--- src/rtl/pipe_stage0_fetch.sv ---
// Pipeline stage 0 (instruction fetch) of the JAM-1 CPU.
//
// Owns the 16-bit program counter and drives the program-memory address.
// The fetched byte is latched into the register that feeds stage 1.
// NOP bubbles are inserted on bus loss, on fetch suppression from stage 1,
// and for a fixed flush window after a PC load.
//
// Ports:
//   clk           system clock, all state updates on the rising edge
//   rst           synchronous active-high reset
//   BusRequest    another master owns the bus; fetch stalls
//   FetchSuppress stage 1 asks for a held PC and a bubble
//   PCLoad        jump/branch taken; load PC from PCLoadValue
//   PCLoadValue   jump target
//   MemData       asynchronous program-memory read data for MemAddr
//   MemAddr       program-memory address (equals PC)
//   MemRead       fetch read strobe
//   PipeIn        registered instruction byte to stage 1
//   PipeValid     1 when PipeIn holds a real fetched byte
//   PC            current program counter
module pipe_stage0_fetch #(
    parameter logic [15:0] RESET_VECTOR = 16'h0000,
    parameter logic [7:0]  NOP_OPCODE   = 8'h00,
    parameter int unsigned FLUSH_CYCLES = 2
) (
    input  logic        clk,
    input  logic        rst,
    input  logic        BusRequest,
    input  logic        FetchSuppress,
    input  logic        PCLoad,
    input  logic [15:0] PCLoadValue,
    input  logic [7:0]  MemData,
    output logic [15:0] MemAddr,
    output logic        MemRead,
    output logic [7:0]  PipeIn,
    output logic        PipeValid,
    output logic [15:0] PC
);

    typedef enum logic [1:0] {
        StStart = 2'd0,
        StRun   = 2'd1,
        StFlush = 2'd2
    } state_e;

    localparam logic [2:0] FlushInit = 3'(FLUSH_CYCLES - 1);

    state_e      state_q;
    logic [2:0]  flush_cnt_q;
    logic [15:0] pc_q;
    logic [7:0]  pipe_in_q;
    logic        pipe_valid_q;

    always_ff @(posedge clk) begin
        if (rst) begin
            pc_q         <= RESET_VECTOR;
            pipe_in_q    <= NOP_OPCODE;
            pipe_valid_q <= 1'b0;
            flush_cnt_q  <= 3'd0;
            state_q      <= StStart;
        end else if (PCLoad) begin
            // A load wins over stalls and restarts any flush in progress.
            pc_q         <= PCLoadValue;
            pipe_in_q    <= NOP_OPCODE;
            pipe_valid_q <= 1'b0;
            flush_cnt_q  <= FlushInit;
            state_q      <= (FLUSH_CYCLES == 1) ? StRun : StFlush;
        end else if (BusRequest) begin
            // Bus lost: everything frozen, flush window not consumed.
            pipe_in_q    <= NOP_OPCODE;
            pipe_valid_q <= 1'b0;
        end else if (FetchSuppress) begin
            pipe_in_q    <= NOP_OPCODE;
            pipe_valid_q <= 1'b0;
            unique case (state_q)
                StStart: state_q <= StRun;
                StFlush: begin
                    // Suppressed cycles still count towards the flush window.
                    if (flush_cnt_q == 3'd0) begin
                        state_q <= StRun;
                    end else begin
                        flush_cnt_q <= flush_cnt_q - 3'd1;
                    end
                end
                default: ;
            endcase
        end else begin
            unique case (state_q)
                StStart: begin
                    pipe_in_q    <= NOP_OPCODE;
                    pipe_valid_q <= 1'b0;
                    state_q      <= StRun;
                end
                StFlush: begin
                    // Discard the byte but keep prefetching.
                    pipe_in_q    <= NOP_OPCODE;
                    pipe_valid_q <= 1'b0;
                    pc_q         <= pc_q + 16'd1;
                    if (flush_cnt_q == 3'd0) begin
                        state_q <= StRun;
                    end else begin
                        flush_cnt_q <= flush_cnt_q - 3'd1;
                    end
                end
                default: begin
                    pipe_in_q    <= MemData;
                    pipe_valid_q <= 1'b1;
                    pc_q         <= pc_q + 16'd1;
                end
            endcase
        end
    end

    assign MemAddr   = pc_q;
    assign MemRead   = (state_q != StStart) && !BusRequest;
    assign PipeIn    = pipe_in_q;
    assign PipeValid = pipe_valid_q;
    assign PC        = pc_q;

endmodule

--- config.mk ---
export PLATFORM = sky130hd
export DESIGN_NAME = pipe_stage0_fetch
export DESIGN_NICKNAME = d
export VERILOG_FILES = /design/src/rtl/pipe_stage0_fetch.sv
export SDC_FILE = /design/constraint.sdc
export NUM_CORES = 1
export LEC_CHECK = 0
export CORE_ASPECT_RATIO = 1.1
export CORE_MARGIN = 10
export CORE_UTILIZATION = 34
export CTS_CLUSTER_DIAMETER = 40
export CTS_CLUSTER_SIZE = 14
export DETAILED_ROUTE_END_ITERATION = 16
export PLACE_DENSITY = 0.71
export SETUP_SLACK_MARGIN = 0.2
export SLEW_MARGIN = 30
export SYNTH_ARGS = -nofsm -noshare
export SYNTH_HDL_FRONTEND = slang
export SYNTH_SLANG_ARGS = --single-unit
--- constraint.sdc ---
create_clock -name clk -period 6.25 [get_ports clk]
set_clock_uncertainty 0.2 [all_clocks]
set_input_delay 1.25 -clock clk [delete_from_list [all_inputs] [get_ports clk]]
set_output_delay 1.25 -clock clk [all_outputs]
set_load 0.03 [all_outputs]
==> out/qor.csv <==
metric,value,unit
worst_skew_pair.late_latency,0.27,ns
tritoncts_num_sinks,30,
cts.htree.levels,2,
cts_buffers,5,
total_leakage_power,0.772,nW
dr.pass1.iters,4,
report.power.total,0.473,mW
netlist_top_cells_area,"sky130_fd_sc_hd__dfxtp_1 40%, sky130_fd_sc_hd__buf_4 8.0%, sky130_fd_sc_hd__nor2_1 6.0%",
worst_pin_slew,0.848,ns
globalRouteTotalUtil,10.9,%
synth_warnings,0,
whs,0.301,ns
timing.critical_path.from_type,input pin,
ys.flop_type,sky130_fd_sc_hd__dfxtp_1,
slew_viol_final,0,
maxSlewHeadroom,43.4,%
yosys.cell_types.count,34,
number_of_remaining_drc_errors,0,
rows,25,
post_cts_resized,0,
effective_utilization_at_floorplan,35.1,%
nets,263,
number_of_global_route_vias_before_repair,1460,
netlist_instances,177,
drive_above_1_share,3.91,%
grt_setup_unrepaired,false,
reg2regPathDepth,4,
grt_antenna_before_repair,0,
detailedPlace.worstSlack,2.24,ns
largest_net_degree_at_the_start_of_global_routing,31,
root_buffer,sky130_fd_sc_hd__clkbuf_8,
final_hold_viol_count,0,
placeableCoreArea,4290,sq um
hold_path_class,reg -> reg,
dp_hpwl,3.09,mm
cts.hold.buffers_added,0,
die_h,89.7,um
synth_common_cells,"30 x sky130_fd_sc_hd__dfxtp_1, 24 x sky130_fd_sc_hd__nor2_1, 16 x sky130_fd_sc_hd__buf_4",
power.density_cell_area,215,nW/um^2
endpoint_kind,primary output,
timing.critical_path.fanout_max,6,
worstPathArrival,2.55,ns
insertedDiodeCount,0,
synth_fp_nets,209,
clkSlewWorstSetupHoldPaths,0.06,ns
max-cap-violations,0,
fp.dieArea,7480,sq um
synth-seq-area-share,40.0,%
grt.overflow.total,0,
tritoncts,built,
finalCritPeriodShare,64.1,%
synth_seq_cells,30,
gpl.final_weighted_congestion,0.780,
post-synth-top-count-cell,sky130_fd_sc_hd__dfxtp_1,
final_critical_path_setup_slack,2.25,ns
r2r-end,MemAddr[11],
min_from,flush_cnt_q[1],
setup_violating_endpoint_count_in_the_final_report,0,
grt_pass1_wl,6.88,mm
design.portCount,71,
detail_route.vias_per_cell,4.94,
synth_area_per_cell,8.49,sq um
timing.final.crit_period,4.00,ns
drtAntennaViolNets,0,
port_buffers,70,
drt-wirelength-per-cell,14.0,um
worstReg2RegStart,MemAddr[4],
hold_path_depth,2,
hold_crit_endpoint,flush_cnt_q[1],
die_w,83.4,um
finish.utilization,51.3,%
syn-cell-area,1500,sq um
fmax,250,MHz
yosys.area.top_type_share,40.0,%
cp.required,4.80,ns
synth-edff-count,0,
post_route_setup_tns,0,ns
critPathKind,in -> out,
post-cts-setup-buffer-count,0,
ff2ff_setup_slack,4.15,ns
area_delta_synth_final,46.4,%
postSynth.asyncResetShare,0,%
wl,3.98,mm
vdd_drop_max,0.111,mV
vias,1403,
status,finished clean,
cts_max_path_buffers,2,
drt_iter0_drc,122,
synth_area_leader_cell,sky130_fd_sc_hd__dfxtp_1,
==> cell families after synthesis <==
family | Yosys count | synth area share (%)
and+or+nand+nor | 74 | 25.7
buffers and inverters | 32 | 12.5
DFF | 30 | 40.0
AOI/OAI and AO/OA | 29 | 14.1
xor gates and xnor gates | 9 | 5.25
adders and majority gates | 3 | 2.50
==> critical path, cell delays in order <==
cell and delay, ns:
sky130_fd_sc_hd__clkdlybuf4s50_1 0.49, sky130_fd_sc_hd__nor2_1 0.13, sky130_fd_sc_hd__clkdlybuf4s50_1 0.68
==> per-stage QoR <==
step / std cells / cell area [sq um]
after floorplan: 177 / 1500
after global placement: 278 / 2120
after detailed placement: 278 / 2120
after CTS: 284 / 2200
after global routing: 284 / 2200
final: 284 / 2200
==> registers in the layout, summed over array words and instances, names as in the netlist <==
signal       count
MemAddr         16
PipeIn           8
flush_cnt_q      3
state_q          2
PipeValid        1
==> layer usage <==
metal / up-vias / wire (um) / GRT usage [%]
met4: 0 / 41 / 4.69
li1: 715 / - / -
met5: - / 0 / 0
met1: 624 / 1690 / 12.3
met2: 60 / 1690 / 15.8
met3: 4 / 564 / 7.22
==> worst max-delay path by stage <==
stage / from / to / cells after the start / slack, ns
floorplan: BusRequest / MemRead / 1 / 3.14
global placement: BusRequest / MemRead / 3 / 2.27
detailed placement: BusRequest / MemRead / 3 / 2.24
CTS: BusRequest / MemRead / 3 / 2.24
global route: BusRequest / MemRead / 3 / 2.20
finish: BusRequest / MemRead / 3 / 2.25
==> placed cells by master, fill, tap and decap left out, drive strengths merged, types with 2 or more instances in the layout <==
cell type and count:
or2 2, a21o 2, a21oi 4, xnor2 6
nand2 5, nor3 7, nand2b 2, nand4 7
clkdlybuf4s50 70, and4 2, nor4 4, or3 2
a211oi 8, nand3 7, xor2 3, clkbuf 6
nor2 24, a2111oi 2, o21ai 3, ha 3
inv 9, dfxtp 30, a311oi 6, and2 8
==> where the power goes <==
group | internal, mW | total (mW) | leakage [nW] | switching (mW)
registers | 0.200 | 0.213 | 0.247 | 0.0128
logic | 0.0517 | 0.109 | 0.482 | 0.0572
clock network | 0.0847 | 0.150 | 0.0431 | 0.0657
==> cell type report <==
| cell class | count | area, sq um |
|---|---|---|
| inverter | 9 | 33.8 |
| fill | 414 | 2090 |
| multi-input combinational | 115 | 714 |
| timing repair buffer | 70 | 701 |
| sequential | 30 | 601 |
| clock buffer | 6 | 82.6 |
| tap | 54 | 67.6 |
(Power assumes the default switching activity.)
